[config.mk]
export PLATFORM = sky130hd
export DESIGN_NAME = unified_mem_arbiter_flat
export DESIGN_NICKNAME = d
export VERILOG_FILES = /design/src/rtl/unified_mem_arbiter_if.sv /design/src/rtl/unified_mem_arbiter.sv /design/src/flat_wrapper.sv
export SDC_FILE = /design/constraint.sdc
export NUM_CORES = 1
export LEC_CHECK = 0
export CORE_UTILIZATION = 25
export DETAILED_ROUTE_END_ITERATION = 16
export MAX_ROUTING_LAYER = met4
export PLACE_DENSITY_LB_ADDON = 0.3
export SLEW_MARGIN = 5
export SYNTH_ARGS = -nofsm -noshare
export SYNTH_HDL_FRONTEND = slang
export SYNTH_SLANG_ARGS = --single-unit
[constraint.sdc]
create_clock -name clk -period 12.9 [get_ports clk]
set_clock_uncertainty 0.1 [all_clocks]
set_input_delay 3.225 -clock clk [delete_from_list [all_inputs] [get_ports clk]]
set_output_delay 3.225 -clock clk [all_outputs]
set_load 0.01 [all_outputs]
[src/rtl/unified_mem_arbiter_if.sv]
// Bus bundle between the fetch/memory stages, the arbiter and the unified memory.
//   slave  : arbiter view (pipeline requests and memory ack in, ready/data and mem_* out)
//   master : environment view (pipeline stages plus memory)
interface unified_mem_arbiter_if #(
  parameter int unsigned AW = 32,
  parameter int unsigned DW = 32
);
  localparam int unsigned BW = DW / 8;

  // fetch stage
  logic          ireq;
  logic [AW-1:0] iaddr;
  logic          iflush;
  logic          iready;
  logic [DW-1:0] irdata;
  // memory stage
  logic          dreq;
  logic          dwe;
  logic [AW-1:0] daddr;
  logic [DW-1:0] dwdata;
  logic [BW-1:0] dbe;
  logic          dready;
  logic [DW-1:0] drdata;
  // unified memory
  logic          mem_req;
  logic          mem_we;
  logic [AW-1:0] mem_addr;
  logic [DW-1:0] mem_wdata;
  logic [BW-1:0] mem_be;
  logic          mem_ack;
  logic [DW-1:0] mem_rdata;

  modport slave (
    input  ireq, iaddr, iflush, dreq, dwe, daddr, dwdata, dbe, mem_ack, mem_rdata,
    output iready, irdata, dready, drdata, mem_req, mem_we, mem_addr, mem_wdata, mem_be
  );

  modport master (
    output ireq, iaddr, iflush, dreq, dwe, daddr, dwdata, dbe, mem_ack, mem_rdata,
    input  iready, irdata, dready, drdata, mem_req, mem_we, mem_addr, mem_wdata, mem_be
  );
endinterface

[src/rtl/unified_mem_arbiter.sv]
// Arbiter sharing one single-ported unified memory between instruction fetch and
// data load/store. Request/grant FSM with registered memory-side outputs, read-data
// capture and one-cycle iready/dready pulses.
// Ports:
//   clk   : clock, rising edge
//   reset : asynchronous active-high reset
//   bus   : unified_mem_arbiter_if.slave (fetch, data and memory handshakes)
// Optional: define UNIFIED_MEM_ARB_RR_EN for round-robin on contention
// (default build uses fixed data priority).
module unified_mem_arbiter #(
  parameter int unsigned AW = 32,
  parameter int unsigned DW = 32
) (
  input logic                  clk,
  input logic                  reset,
  unified_mem_arbiter_if.slave bus
);
  localparam int unsigned BW = DW / 8;

  typedef enum logic [2:0] {IDLE, IBUSY, DBUSY, IRESP, DRESP} state_t;

  state_t        state, state_nxt;
  logic          mem_req_q, mem_req_nxt;
  logic          mem_we_q, mem_we_nxt;
  logic [AW-1:0] mem_addr_q, mem_addr_nxt;
  logic [DW-1:0] mem_wdata_q, mem_wdata_nxt;
  logic [BW-1:0] mem_be_q, mem_be_nxt;
  logic          iready_q, iready_nxt;
  logic          dready_q, dready_nxt;
  logic [DW-1:0] irdata_q, irdata_nxt;
  logic [DW-1:0] drdata_q, drdata_nxt;
  logic          kill_q, kill_nxt;
  logic          grant_d;

`ifdef UNIFIED_MEM_ARB_RR_EN
  // 1 = data port received the most recent grant
  logic last_d_q, last_d_nxt;
  assign grant_d = bus.dreq & (~bus.ireq | ~last_d_q);
`else
  // data always wins: the older instruction sits in the memory stage
  assign grant_d = bus.dreq;
`endif

  // state and output registers
  always_ff @(posedge clk or posedge reset) begin
    if (reset) begin
      state       <= IDLE;
      mem_req_q   <= 1'b0;
      mem_we_q    <= 1'b0;
      mem_addr_q  <= '0;
      mem_wdata_q <= '0;
      mem_be_q    <= '0;
      iready_q    <= 1'b0;
      dready_q    <= 1'b0;
      irdata_q    <= '0;
      drdata_q    <= '0;
      kill_q      <= 1'b0;
`ifdef UNIFIED_MEM_ARB_RR_EN
      last_d_q    <= 1'b0;
`endif
    end else begin
      state       <= state_nxt;
      mem_req_q   <= mem_req_nxt;
      mem_we_q    <= mem_we_nxt;
      mem_addr_q  <= mem_addr_nxt;
      mem_wdata_q <= mem_wdata_nxt;
      mem_be_q    <= mem_be_nxt;
      iready_q    <= iready_nxt;
      dready_q    <= dready_nxt;
      irdata_q    <= irdata_nxt;
      drdata_q    <= drdata_nxt;
      kill_q      <= kill_nxt;
`ifdef UNIFIED_MEM_ARB_RR_EN
      last_d_q    <= last_d_nxt;
`endif
    end
  end

  // next-state and next-output decode; ready pulses are high only in the RESP states
  always_comb begin
    state_nxt     = state;
    mem_req_nxt   = mem_req_q;
    mem_we_nxt    = mem_we_q;
    mem_addr_nxt  = mem_addr_q;
    mem_wdata_nxt = mem_wdata_q;
    mem_be_nxt    = mem_be_q;
    iready_nxt    = 1'b0;
    dready_nxt    = 1'b0;
    irdata_nxt    = irdata_q;
    drdata_nxt    = drdata_q;
    kill_nxt      = kill_q;
`ifdef UNIFIED_MEM_ARB_RR_EN
    last_d_nxt    = last_d_q;
`endif

    unique case (state)
      IDLE: begin
        if (grant_d) begin
          mem_req_nxt   = 1'b1;
          mem_we_nxt    = bus.dwe;
          mem_addr_nxt  = bus.daddr;
          mem_wdata_nxt = bus.dwdata;
          mem_be_nxt    = bus.dbe;
          state_nxt     = DBUSY;
`ifdef UNIFIED_MEM_ARB_RR_EN
          last_d_nxt    = 1'b1;
`endif
        end else if (bus.ireq) begin
          mem_req_nxt   = 1'b1;
          mem_we_nxt    = 1'b0;
          mem_addr_nxt  = bus.iaddr;
          mem_be_nxt    = '1;
          state_nxt     = IBUSY;
`ifdef UNIFIED_MEM_ARB_RR_EN
          last_d_nxt    = 1'b0;
`endif
        end
      end
      IBUSY: begin
        // a flush in any busy cycle, ack cycle included, suppresses the iready pulse
        kill_nxt = kill_q | bus.iflush;
        if (bus.mem_ack) begin
          mem_req_nxt = 1'b0;
          mem_we_nxt  = 1'b0;
          irdata_nxt  = bus.mem_rdata;
          iready_nxt  = ~(kill_q | bus.iflush);
          state_nxt   = IRESP;
        end
      end
      DBUSY: begin
        if (bus.mem_ack) begin
          mem_req_nxt = 1'b0;
          mem_we_nxt  = 1'b0;
          if (!mem_we_q) drdata_nxt = bus.mem_rdata;
          dready_nxt  = 1'b1;
          state_nxt   = DRESP;
        end
      end
      IRESP: begin
        kill_nxt  = 1'b0;
        state_nxt = IDLE;
      end
      DRESP: begin
        state_nxt = IDLE;
      end
      default: begin
        state_nxt = IDLE;
      end
    endcase
  end

  assign bus.mem_req   = mem_req_q;
  assign bus.mem_we    = mem_we_q;
  assign bus.mem_addr  = mem_addr_q;
  assign bus.mem_wdata = mem_wdata_q;
  assign bus.mem_be    = mem_be_q;
  assign bus.iready    = iready_q;
  assign bus.dready    = dready_q;
  assign bus.irdata    = irdata_q;
  assign bus.drdata    = drdata_q;
endmodule

[src/flat_wrapper.sv]
// flat-port wrapper written by rule: the top's interface ports become plain ports
module unified_mem_arbiter_flat 
#(
  parameter int unsigned AW = 32,
  parameter int unsigned DW = 32
)
  (clk, reset, bus_ireq, bus_iaddr, bus_iflush, bus_dreq, bus_dwe, bus_daddr, bus_dwdata, bus_dbe, bus_mem_ack, bus_mem_rdata, bus_iready, bus_irdata, bus_dready, bus_drdata, bus_mem_req, bus_mem_we, bus_mem_addr, bus_mem_wdata, bus_mem_be);
  unified_mem_arbiter_if #(.AW(AW), .DW(DW)) bus_i ();
  input logic clk;
  input logic reset;
  input wire logic [$bits(bus_i.ireq)-1:0] bus_ireq;
  input wire logic [$bits(bus_i.iaddr)-1:0] bus_iaddr;
  input wire logic [$bits(bus_i.iflush)-1:0] bus_iflush;
  input wire logic [$bits(bus_i.dreq)-1:0] bus_dreq;
  input wire logic [$bits(bus_i.dwe)-1:0] bus_dwe;
  input wire logic [$bits(bus_i.daddr)-1:0] bus_daddr;
  input wire logic [$bits(bus_i.dwdata)-1:0] bus_dwdata;
  input wire logic [$bits(bus_i.dbe)-1:0] bus_dbe;
  input wire logic [$bits(bus_i.mem_ack)-1:0] bus_mem_ack;
  input wire logic [$bits(bus_i.mem_rdata)-1:0] bus_mem_rdata;
  output wire logic [$bits(bus_i.iready)-1:0] bus_iready;
  output wire logic [$bits(bus_i.irdata)-1:0] bus_irdata;
  output wire logic [$bits(bus_i.dready)-1:0] bus_dready;
  output wire logic [$bits(bus_i.drdata)-1:0] bus_drdata;
  output wire logic [$bits(bus_i.mem_req)-1:0] bus_mem_req;
  output wire logic [$bits(bus_i.mem_we)-1:0] bus_mem_we;
  output wire logic [$bits(bus_i.mem_addr)-1:0] bus_mem_addr;
  output wire logic [$bits(bus_i.mem_wdata)-1:0] bus_mem_wdata;
  output wire logic [$bits(bus_i.mem_be)-1:0] bus_mem_be;
  assign bus_i.ireq = bus_ireq;
  assign bus_i.iaddr = bus_iaddr;
  assign bus_i.iflush = bus_iflush;
  assign bus_i.dreq = bus_dreq;
  assign bus_i.dwe = bus_dwe;
  assign bus_i.daddr = bus_daddr;
  assign bus_i.dwdata = bus_dwdata;
  assign bus_i.dbe = bus_dbe;
  assign bus_i.mem_ack = bus_mem_ack;
  assign bus_i.mem_rdata = bus_mem_rdata;
  assign bus_iready = bus_i.iready;
  assign bus_irdata = bus_i.irdata;
  assign bus_dready = bus_i.dready;
  assign bus_drdata = bus_i.drdata;
  assign bus_mem_req = bus_i.mem_req;
  assign bus_mem_we = bus_i.mem_we;
  assign bus_mem_addr = bus_i.mem_addr;
  assign bus_mem_wdata = bus_i.mem_wdata;
  assign bus_mem_be = bus_i.mem_be;
  unified_mem_arbiter #(.AW(AW), .DW(DW)) u_core (.clk(clk), .reset(reset), .bus(bus_i));
endmodule
==> implementation parameters, run 1 <==
Parameter                              Value

Logic synthesis
  Synth top area share ... 0.611
  Largest cells by area after synthesis ... dfrtp_1, mux2_2, buf_6, mux2_1, buf_4
  Post-synthesis sequential area ratio ... 0.611
  Syn avg cell area ... 16.0 µm²
  Cell taking the most area after synthesis ... dfrtp_1
  Gate count of the mapped netlist ... 358
  Number of register bits inferred by synthesis ... 140
  Number of distinct library cell variants in the gate-level netlist after synthesis ... 27
  Total number of yosys warnings ... 0
  Cell Area, Synth ... 0.00574 mm²
  Post-synthesis net count ... 497

Timing
  RSZ-0062 raised after global routing ... no
  Fmax ... 195 MHz
  Setup-failing EPs final ... 0
  Relative slew slack ... 0.347
  Fin crit share ... 0.397
  Final min period ... 5.12 ns
  Max Slew Vio Count ... 0
  Worst hold margin ... 0.333 ns
  Hold violation count in the final report ... 0
  TNS Setup ... 0 ns
  Worst slew pin tran ... 0.977 ns
  Post-route worst setup slack ... 7.78 ns

Final layout
  Layout cells sized above 1 ... 0.300
  Area delta synth->final ... 62.9%
  Number of nets in the layout ... 775
  Fill cells ... 2111
  Most frequent cells in the layout ... clkdlybuf4s50_1, mux2_2, dfrtp_1
  Leading cell type in the layout, fill and taps excluded ... clkdlybuf4s50_1
  Utilization after layout ... 0.414
  Combined flip-flop and latch cell area ... 0.00350 mm²
  Footprint of the multi-input gates ... 0.00206 mm²

Critical path
  Endpoint type of the worst setup path ... flip-flop
  Critical register-to-register path endpoint ... u_core.bus.mem_addr[29]
  CP required ... 13.08 ns
  Setup slack of the worst register-to-register path ... 10.50 ns
  Startpoint Class ... input pin
  Depth of the worst register-to-register path ... 3
  Setup CP Type ... in2reg
  Reg-to-reg critical path startpoint ... u_core.state[1]
  Worst Path Arrival ... 5.30 ns
  Biggest fanout along the worst timing path ... 37

CTS
  Clock sink total ... 140
  CTS buffer count ... 17
  Post-CTS Setup Bufs ... 0
  Clock transition at the register clock pins on the worst setup and hold paths after CTS ... 0.06 ns
  Library cell used as clock root buffer ... clkbuf_16
  CTS HTree Levels ... 4
  Worst-Skew Late Latency ... 0.40 ns
  Resized Gates After CTS ... 0
  Maximum number of buffers from clock root to sink ... 2
  Post-CTS Hold Fix Bufs ... 0
  Clock tree from TritonCTS ... built

Drt
  Routed vias/inst ... 4.26
  Residual DRC ... 0
  Final wirelength ... 14600 µm
  DRC marker count from the first detailed-route iteration ... 113
  Wire length per cell after detailed routing ... 15.6 µm
  Count of vias placed by the detailed router ... 3988
  Number of nets with antenna violations after routing ... 0
  First-pass detailed-route iteration total ... 6

Power
  Cell leakage power ... 3.77 nW
  Power density normalized to cell area ... 243 mW/mm²
  Maximum VDD drop ... 0.000107 V

GRT
  Remaining global-route overflow ... 0
  Vias in the first global route ... 4535
  Global-route wire length before repair ... 23600 µm
  M2 GR Usage ... 0.229
  Initial antenna violation count ... 2
  Met3 track utilization from global routing ... 0.0496
  Total GRT Usage ... 0.134
  Global route hottest layer ... met2
  Largest net degree at the start of global routing ... 91
  Met1 Usage GRT ... 0.143

Place
  Global placement routability congestion ... 0.717
  Minimum setup slack after placement ... 7.30 ns
  DPL Wire Length ... 10500 µm
  Count of input and output buffers ... 274

Floorplanning
  Die area ... 0.0236 mm²
  Count of pins on the block boundary ... 275
  Core Rows ... 55
  Die height ... 153 µm
  CORE AREA ... 0.0226 mm²
  Die X ... 153 µm
  Initial Util ... 0.254

Run status
  Run status ... completed

Min path
  Hold_sp ... u_core.kill_q
  Hold/Removal Path Class ... reg2reg
  Number of stages on the worst hold path ... 1
  Destination of the worst hold path ... u_core.bus.iready

Run
  Max-cap violations ... 0
per-stage QoR:
step / cell area (µm²) / std cells / power [mW]
after floorplan: 5740 / 358 / 1.25
after global placement: 8710 / 901 / 1.77
after detailed placement: 8710 / 901 / 1.80
after CTS: 9310 / 933 / 2.31
after global routing: 9340 / 936 / 2.41
final: 9340 / 936 / 2.27
worst max-delay path, stage by stage:
cell	delay, ns
buf_2	0.59
nor2_1	0.21
nor2b_4	0.81
mux2_2	0.42
kinds of logic (layout without fill, tap and decap cells):
family,after synthesis,in the layout,synth area share
flops,140,140,0.611
mux,160,160,0.314
other cells,0,2,0
compound gates,17,17,0.0196
buf+inv,23,314,0.0308
simple gates,18,18,0.0246
routing by layer:
layer	vias up	share of wire	wire [µm]
li1	1828	-	-
met1	1961	0.39	5740
met2	182	0.51	7470
met3	17	0.075	1090
met4	0	0.018	267
met5	-	0	0
how the worst max path moves through the flow:
| stage | start | to | slack, ns |
|---|---|---|---|
| after CTS | bus_dreq | u_core.bus.mem_addr[29] | 7.73 |
| after global placement | bus_dreq | u_core.bus.mem_addr[11] | 7.40 |
| after detailed placement | bus_dreq | u_core.bus.mem_addr[5] | 7.30 |
| final | bus_dreq | u_core.bus.mem_addr[29] | 7.78 |
| after floorplan | reset | u_core.bus.drdata[0] | 5.82 |
| after global routing | bus_dreq | u_core.bus.mem_addr[29] | 7.61 |
layout make-up:
class                   instances  share of cell area
flip-flops and latches        140               0.375
repair buffers                279               0.299
multi-input cells             195               0.221
clock buffers                  23              0.0501
well taps                     285              0.0382
clock inverters                 9              0.0146
inverters                       3             0.00174
diodes                          2            0.000536
state kept, by name, summed over array words and instances (netlist names):
signal and cells:
u_core.bus.irdata 32, u_core.bus.dready 1, u_core.bus.iready 1, u_core.bus.mem_be 4, u_core.bus.mem_we 1, u_core.bus.mem_wdata 32, u_core.bus.mem_req 1, u_core.bus.mem_addr 32
u_core.kill_q 1, u_core.state 3, u_core.bus.drdata 32
synthesized netlist by cell type (all sizes together):
cell,n
and2,1
a21oi,7
clkbuf,2
inv,3
a211o,1
nor3b,4
o22a,4
buf,18
nor4b,1
a22o,1
dfrtp,140
nor2b,2
o21ai,2
nor3,2
a21o,1
nor2,3
mux2,160
nand2b,3
or3,1
nand2,1
o21bai,1
power breakdown:
group          switching [mW]  total, mW  internal (mW)
sequential              0.126      0.787          0.662
clock                   0.181      0.497          0.316
combinational           0.355      0.986          0.632
Note: power is estimated with default switching activity, not from simulation.
==> run 2: changes to the inputs <==
Clock period 12.9 ns to 4.4 ns, I/O delays scaled along.
==> run 2 against run 1 <==
Clock power grew to 2.8 times the previous value. Hold slack lost 0.0020 ns. Via count shrank 0.15%. First-iteration DRC count shrank 33%. Global-route usage grew 0.24 points. Routed wire length grew 2.0%. Setup slack lost 6.1 ns. Die area is the same. Core utilization shrank 0.055 points.
==> implementation parameters, run 2 (synthesis results as in run 1) <==
Parameter                              Value

GRT
  Initial antenna violation count ... 1 (-1)
  Largest net degree at the start of global routing ... 78 (-14%)
  Vias in the first global route ... 4589 (+1.2%)
  Met3 track utilization from global routing ... 0.0542 (+0.00454)
  Global-route wire length before repair ... 24100 µm (+2.2%)
  Met1 Usage GRT ... 0.155 (+0.0117)
  M2 GR Usage ... 0.224 (-0.00565)
  Total GRT Usage ... 0.136 (+0.00238)
  Global route hottest layer ... met2
  Remaining global-route overflow ... 0 (unchanged)

Floorplanning
  Die area ... 0.0236 mm² (unchanged)
  Count of pins on the block boundary ... 275 (unchanged)
  Die X ... 153 µm (unchanged)
  Initial Util ... 0.254 (unchanged)
  Die height ... 153 µm (unchanged)
  CORE AREA ... 0.0226 mm² (unchanged)
  Core Rows ... 55 (unchanged)

Critical path
  Cell chain of the critical path ... clkdlybuf4s50_1, nand2b_4, nor4b_4, buf_4, mux2_2
  CP max stage delay ... 0.58 ns (-0.23 ns)
  Family with the most delay on the worst path ... buffers and inverters
  Reg-to-reg critical path startpoint ... u_core.state[1]
  Slowest cell on the critical path ... clkdlybuf4s50_1
  Depth of the worst register-to-register path ... 4 (+1)
  Combined buffer and inverter count along the critical path ... 2 (+1)
  Biggest fanout along the worst timing path ... 32 (-14%)
  CP required ... 4.59 ns (-8.49 ns)
  Worst Path Arrival ... 2.88 ns (-2.42 ns)
  Endpoint type of the worst setup path ... flip-flop
  Setup CP Type ... in2reg
  Critical register-to-register path endpoint ... u_core.bus.mem_addr[18]
  Setup slack of the worst register-to-register path ... 2.25 ns (-8.25 ns)
  Startpoint Class ... input pin

Min path
  Hold/Removal Path Class ... reg2reg
  Destination of the worst hold path ... u_core.bus.iready
  Number of stages on the worst hold path ... 1 (unchanged)
  Hold_sp ... u_core.kill_q

Drt
  DRC marker count from the first detailed-route iteration ... 76 (-33%)
  Count of vias placed by the detailed router ... 3982 (-0.15%)
  First-pass detailed-route iteration total ... 4 (-2)
  Wire length per cell after detailed routing ... 15.8 µm (+1.8%)
  Routed vias/inst ... 4.25 (-0.36%)
  Final wirelength ... 14900 µm (+2.0%)
  Number of nets with antenna violations after routing ... 0 (unchanged)
  Residual DRC ... 0 (unchanged)

Final layout
  Number of nets in the layout ... 778 (+0.39%)
  Most frequent cells in the layout ... clkdlybuf4s50_1, mux2_2, dfrtp_1
  Leading cell type in the layout, fill and taps excluded ... clkdlybuf4s50_1
  Area delta synth->final ... 62.7%
  Layout cells sized above 1 ... 0.310 (+0.00935)

Power
  Maximum VDD drop ... 0.000319 V (+200%)
  Cell leakage power ... 3.77 nW (about the same)
  Pwr Total ... 6.61 mW (+190%)
  Power density normalized to cell area ... 708 mW/mm² (+190%)

CTS
  CTS HTree Levels ... 4 (unchanged)
  Clock sink total ... 140 (unchanged)
  Maximum number of buffers from clock root to sink ... 2 (unchanged)
  CTS buffer count ... 17 (unchanged)
  Resized Gates After CTS ... 0 (unchanged)
  Worst-Skew Late Latency ... 0.40 ns (about the same)
  Library cell used as clock root buffer ... clkbuf_16
  Clock transition at the register clock pins on the worst setup and hold paths after CTS ... 0.06 ns (about the same)
  Clock tree from TritonCTS ... built
  Post-CTS Hold Fix Bufs ... 0 (unchanged)
  Post-CTS Setup Bufs ... 0 (unchanged)

Timing
  Hold violation count in the final report ... 0 (unchanged)
  Fmax ... 372 MHz
  TNS Setup ... 0 ns (unchanged)
  Max Slew Vio Count ... 0 (unchanged)
  Final min period ... 2.69 ns
  Fin crit share ... 0.611
  Relative slew slack ... 0.474 (+0.127)
  Worst slew pin tran ... 0.787 ns (-0.190 ns)
  Setup-failing EPs final ... 0 (unchanged)
  RSZ-0062 raised after global routing ... no

Run
  Max-cap violations ... 0 (unchanged)

Run status
  Run status ... completed

Place
  Global placement routability congestion ... 0.725 (+1.1%)
  DPL Wire Length ... 10700 µm (+1.2%)
  Count of input and output buffers ... 274 (unchanged)
run 2: through the flow:
stage | hold slack [ns] | cells | util | instance area [µm²] | worst slack [ns]
3_3_place_gp | 0.325 | 905 | 0.388 | 8750 | 1.34
2_1_floorplan | 0.307 | 358 | - | 5740 | 1.45
3_5_place_dp | 0.327 | 905 | 0.388 | 8750 | 1.29
6_report | 0.331 | 938 | 0.413 | 9330 | 1.71
5_1_grt | 0.353 | 938 | 0.413 | 9330 | 1.64
4_1_cts | 0.328 | 937 | 0.413 | 9330 | 1.67
run 2: worst register-to-register path, delay by kind of cell (launching register included):
family	cells	cell delay, ns
multiplexers	1	0.42
buffers and inverters	1	0.40
AND/OR/NAND/NOR	2	0.59
flip-flops	1	0.53
run 2: worst max-delay path by stage:
stage	start	end	slack (ns)	depth (start not counted)
6_report	bus_mem_ack	u_core.bus.drdata[20]	1.71	5
3_5_place_dp	bus_mem_ack	u_core.bus.drdata[20]	1.29	5
5_1_grt	bus_mem_ack	u_core.bus.drdata[24]	1.64	5
4_1_cts	u_core.bus.mem_we	bus_mem_we	1.67	1
2_1_floorplan	reset	u_core.bus.drdata[0]	1.45	1
3_3_place_gp	bus_mem_ack	u_core.bus.drdata[22]	1.34	5
run 2: per-layer routing:
layer  share of wire  up-vias
met5               0        -
met1            0.42     1965
met3           0.081        9
li1                -     1837
met4          0.0097        0
met2            0.49      171
run 2: report_power, final:
group	leakage (nW)	internal, mW	switching (mW)
Clock	0.283	0.820	0.586
Sequential	1.66	1.94	0.373
Combinational	1.83	1.86	1.03
Total	3.77	4.62	1.99
run 2: area by class of cell:
type,count,area (µm²)
antenna,1,2.50
clock buffer,19,453
clock inverter,13,128
fill,2070,13200
inverter,3,15.0
multi-input combinational,195,2060
sequential,140,3500
tap,285,357
timing repair buffer,282,2810
==> run 3: changes to the inputs <==
Clock period 4.4 ns to 2.35 ns, I/O delays scaled along.
==> run 3 against run 2 <==
Clock power rose by 97%. Hold slack improved by 0.0091 ns. Global-route usage barely moved. Clock-buffer cell count rose by 1. Sequential share of layout area fell by 0.51 points. Setup slack got worse by 1.5 ns. Critical path depth fell by 4. Register-to-register slack got worse by 1.7 ns. Non-clock buffer count rose by 5. Via count rose by 1.7%. Combinational power rose by 93%. Highest routed layer unchanged. Cell count rose by 0.43%. Largest power group unchanged. Critical path type is now reg2out.
==> implementation parameters, run 3 (synthesis results as in run 1) <==
Parameter                              Value

Power
  Maximum VDD drop ... 0.000578 V (+81%)
  Cell leakage power ... 3.82 nW (+1.3%)
  Power density normalized to cell area ... 1340 mW/mm² (+89%)

CTS
  CTS HTree Levels ... 4 (unchanged)
  Clock tree from TritonCTS ... built
  Post-CTS Hold Fix Bufs ... 0 (unchanged)
  Clock transition at the register clock pins on the worst setup and hold paths after CTS ... 0.06 ns (about the same)
  Worst-Skew Late Latency ... 0.41 ns (about the same)
  Post-CTS Setup Bufs ... 0 (unchanged)
  CTS buffer count ... 17 (unchanged)
  Clock sink total ... 140 (unchanged)
  Resized Gates After CTS ... 0 (unchanged)
  Maximum number of buffers from clock root to sink ... 2 (unchanged)
  Library cell used as clock root buffer ... clkbuf_16

Drt
  Count of vias placed by the detailed router ... 4050 (+1.7%)
  First-pass detailed-route iteration total ... 4 (unchanged)
  DRC marker count from the first detailed-route iteration ... 113 (+49%)
  Wire length per cell after detailed routing ... 15.9 µm (+0.68%)
  Routed vias/inst ... 4.30 (+1.3%)
  Number of nets with antenna violations after routing ... 0 (unchanged)
  Final wirelength ... 15000 µm (+1.1%)
  Residual DRC ... 0 (unchanged)

Timing
  Hold violation count in the final report ... 0 (unchanged)
  Final min period ... 2.18 ns
  Setup-failing EPs final ... 0 (unchanged)
  Relative slew slack ... 0.714 (+0.240)
  Fmax ... 459 MHz
  Worst slew pin tran ... 0.429 ns (-0.358 ns)
  Fin crit share ... 0.927
  Max Slew Vio Count ... 0 (unchanged)
  RSZ-0062 raised after global routing ... no
  Worst hold margin ... 0.340 ns (+0.00906 ns)

Critical path
  Setup slack of the worst register-to-register path ... 0.51 ns (-1.74 ns)
  Cell chain of the critical path ... clkdlybuf4s50_1
  Worst Path Arrival ... 1.49 ns (-1.39 ns)
  Combined buffer and inverter count along the critical path ... 1 (-1)
  Startpoint Class ... flip-flop
  CP required ... 1.66 ns (-2.93 ns)
  CP max stage delay ... 0.65 ns (+0.07 ns)
  Setup CP Type ... reg2out
  Slowest cell on the critical path ... clkdlybuf4s50_1
  Biggest fanout along the worst timing path ... 4 (-88%)
  Family with the most delay on the worst path ... buffers and inverters
  Endpoint type of the worst setup path ... output port

Final layout
  Leading cell type in the layout, fill and taps excluded ... clkdlybuf4s50_1
  Area delta synth->final ... 64.9%
  Layout Cells excl Fill ... 942 (+0.43%)
  Layout cells sized above 1 ... 0.313 (+0.00316)
  Number of nets in the layout ... 783 (+0.64%)
  Most frequent cells in the layout ... clkdlybuf4s50_1, mux2_2, dfrtp_1
  Fill cells ... 2065 (-0.24%)

GRT
  Remaining global-route overflow ... 0 (unchanged)
  Initial antenna violation count ... 2 (+1)
  Largest net degree at the start of global routing ... 77 (-1.3%)
  Total GRT Usage ... 0.137 (+0.000426)
  Vias in the first global route ... 4612 (+0.50%)
  Global-route wire length before repair ... 24200 µm (+0.23%)

Floorplanning
  Die area ... 0.0236 mm² (unchanged)
  Count of pins on the block boundary ... 275 (unchanged)
  Initial Util ... 0.254 (unchanged)
  Die X ... 153 µm (unchanged)
  CORE AREA ... 0.0226 mm² (unchanged)
  Die height ... 153 µm (unchanged)
  Core Rows ... 55 (unchanged)

Run status
  Run status ... completed

Place
  Number of placed cells counting well taps ... 910 (+0.55%)
  Count of input and output buffers ... 274 (unchanged)
  DPL Wire Length ... 10700 µm (+0.60%)
  Global placement routability congestion ... 0.735 (+1.4%)

Min path
  Hold/Removal Path Class ... reg2reg

Run
  Max-cap violations ... 0 (unchanged)
==> run 3: power by group <==
part,internal [mW],total (mW),switching [mW]
sequential,3.63,4.28,0.645
combinational,3.56,5.59,2.03
clock,1.74,2.78,1.03
==> run 3: path summary, 6_finish.rpt <==
kind / startpoint / end / cells past startpoint
hold / removal: u_core.kill_q / u_core.bus.iready / 1
hold reg to reg: u_core.kill_q / u_core.bus.iready / 1
setup reg to reg: u_core.state[2] / u_core.bus.mem_addr[18] / 4
setup / recovery: u_core.bus.mem_we / bus_mem_we / 1
max in group asynchronous: reset / u_core.bus.mem_be[0] / 3
min in group asynchronous: reset / u_core.bus.irdata[20] / 3
==> run 3: area by class of cell <==
| type | instances | area, µm² | area share |
|---|---|---|---|
| Sequential cell | 140 | 3500 | 0.370 |
| Inverter | 3 | 15.0 | 0.00159 |
| Clock inverter | 10 | 140 | 0.0148 |
| Timing Repair Buffer | 287 | 2910 | 0.308 |
| Multi-Input combinational cell | 195 | 2060 | 0.218 |
| Antenna cell | 2 | 5.00 | 0.000529 |
| Clock buffer | 20 | 467 | 0.0493 |
| Tap cell | 285 | 357 | 0.0377 |
==> run 3: through the flow <==
stage	power [mW]	cell area, µm²	utilization	TNS [ns]	setup WS, ns
after global placement	9.83	8850	0.392	0	0.0156
after detailed placement	9.99	8850	0.392	0	0.000790
after CTS	12.9	9460	0.419	0	0.130
after global routing	13.4	9460	0.419	0	0.114
after floorplan	6.84	5740	-	-12.12	-0.0866
final	12.7	9460	0.419	0	0.171
==> run 3: per-layer routing <==
layer  wire length (µm)  part of all wire  global-route usage  vias to the layer above
li1                   -                 -                   -                     1849
met1               5870              0.39               0.144                     2011
met2               7640              0.51               0.232                      180
met3               1310             0.087              0.0578                       10
met4                195             0.013              0.0443                        0
met5                  0                 0                   -                        -
==> edit: new RTL, settings of run 3 <==
Build with the macro `UNIFIED_MEM_ARB_RR_EN` defined.
--- a/src/rtl/unified_mem_arbiter.sv
+++ b/src/rtl/unified_mem_arbiter.sv
@@ -9,2 +9,4 @@
 // (default build uses fixed data priority).
+`define UNIFIED_MEM_ARB_RR_EN
+
 module unified_mem_arbiter #(
Function: changed (Yosys sat finds a counterexample within 10 cycles, from zero or initial values and one cycle with reset high).
==> edit against run 3 <==
Fmax is 7.7% higher; area after synthesis is 0.24% higher; sequential power is 0.9% higher; sequential cell count is 1 higher; routed wire length hardly changed; cell area is 0.99% higher; synthesized cell count is 0.84% lower; worst setup slack better by 160 ps; power is 1.1% higher; largest power group unchanged.
==> edit: results (changes against run 3) <==
* Post-synthesis cell count at 355 (-0.84%)
* FF-to-FF setup slack at 460 ps (-50 ps)
* RR Startpoint: u_core.state[0]
* Critical Path AT at 1340 ps (-150 ps)
* Met3 Resource Use GR at 0.03861 (-0.01923)
* Pint at 9017 uW (+0.84%)
* Largest net degree at the start of global routing at 39 (-49%)
* Met1 usage at 0.1504 (+0.006724)
* 1st-iter DRT viols at 117 (+3.5%)
* Worst hold path type: reg -> reg
* Unique cell type count in the Yosys netlist at 27 (unchanged)
* Vias in the first global route at 4424 (-4.1%)
* Syn nets at 494 (-0.60%)
* Wl on met1 at 6067 um (+3.3%)
* Initial antenna violation count at 0 (-2)
* Max rail drop VDD at 0.0004452 V (-23%)
* Clk pwr share at 0.217 (-0.003)
* Status: finished clean
* Slew @ Worst Pin at 542.6 ps (+113.2 ps)
* DR WL met2 at 7741 um (+1.3%)
* Reg2reg end: u_core.bus.drdata[11]
* Inst Count DP at 910 (unchanged)
* Hold_ws at 346.4 ps (+6.292 ps)
* Post-synth top cells: mux2_2, dfrtp_1, buf_6, buf_2
* Final RePlAce weighted congestion at 0.7078 (-3.7%)
* Iteration count of the initial detailed-routing pass at 10 (+6)
* Via count at 4031 (-0.47%)
* Met3 Wirelength at 904 um (-31%)
* Total Routing Usage GR at 0.1348 (-0.002040)
* Register area share after synthesis at 0.6137 (+0.002890)
* CP peak stage delay at 590 ps (-60 ps)
* Vias per cell at 4.279 (-0.47%)
* Synth area leaders: dfrtp_1, mux2_2, buf_6
* Pleak at 0.003864 uW (+1.1%)
* Met2 GRT Util at 0.2260 (-0.005598)
* Pre-CTS setup slack at -34.26 ps (-35.05 ps)
* N_diodes at 0 (-2)
* DRT Wirelength at 15010 um (about the same)
* Crit path max fanout at 2 (-2)
* Fillers at 2067 (+0.097%)
* Startpoint types: flop
* Hpwl dp at 11240 um (+4.6%)
* Layout cells sized above 1 at 0.3181 (+0.005136)
* Logic pwr share at 0.445 (+0.003)
* First-pass GRT wire length at 23870 um (-1.3%)
[edit: changes by cell type in the layout (fill, tap and decap cells not counted), moves of 2 or more]
cell	change
mux2_4	+3
mux2_2	-3
clkinv_4	+3
diode_2	-2
inv_1	+2
inv_6	+2
a21oi_1	-5
nor3b_1	-2
clkbuf_8	-3
a31oi_1	+2
nor2_1	-3
buf_12	+4
[edit: worst max-delay path by stage]
stage,start,endpoint,slack [ps]
floorplan,reset,u_core.bus.drdata[0],-100
global placement,bus_dreq,u_core.bus.mem_addr[16],-9
detailed placement,bus_dreq,u_core.bus.mem_addr[15],-30
CTS,u_core.bus.mem_addr[21],bus_mem_addr[21],290
global route,u_core.bus.mem_addr[21],bus_mem_addr[21],250
finish,u_core.bus.mem_req,bus_mem_req,330
[edit: cell type report]
class | instances | area [um2] | share of cell area
sequential | 141 | 3528 | 0.3693
timing repair buffer | 290 | 2988 | 0.3127
multi-input combinational | 189 | 2047 | 0.2142
clock buffer | 18 | 429.2 | 0.04492
tap | 285 | 356.6 | 0.03732
clock inverter | 14 | 182.7 | 0.01912
inverter | 5 | 22.52 | 0.002357
[edit: cell families after synthesis]
kind of cell	count (synthesis)	synth area share
simple gates	11	0.01437
mux	161	0.3171
buf+inv	25	0.03156
flops	141	0.6137
compound gates	17	0.02329
[edit: per-stage QoR]
stage | area (um2) | total power, uW | utilization | setup TNS [ps]
after floorplan | 5753 | 6945 | - | -14180
after global placement | 8942 | 9988 | 0.3962 | -63.09
after detailed placement | 8942 | 10150 | 0.3962 | -569.7
after CTS | 9554 | 13020 | 0.4233 | 0
after global routing | 9554 | 13560 | 0.4233 | 0
final | 9554 | 12790 | 0.4233 | 0
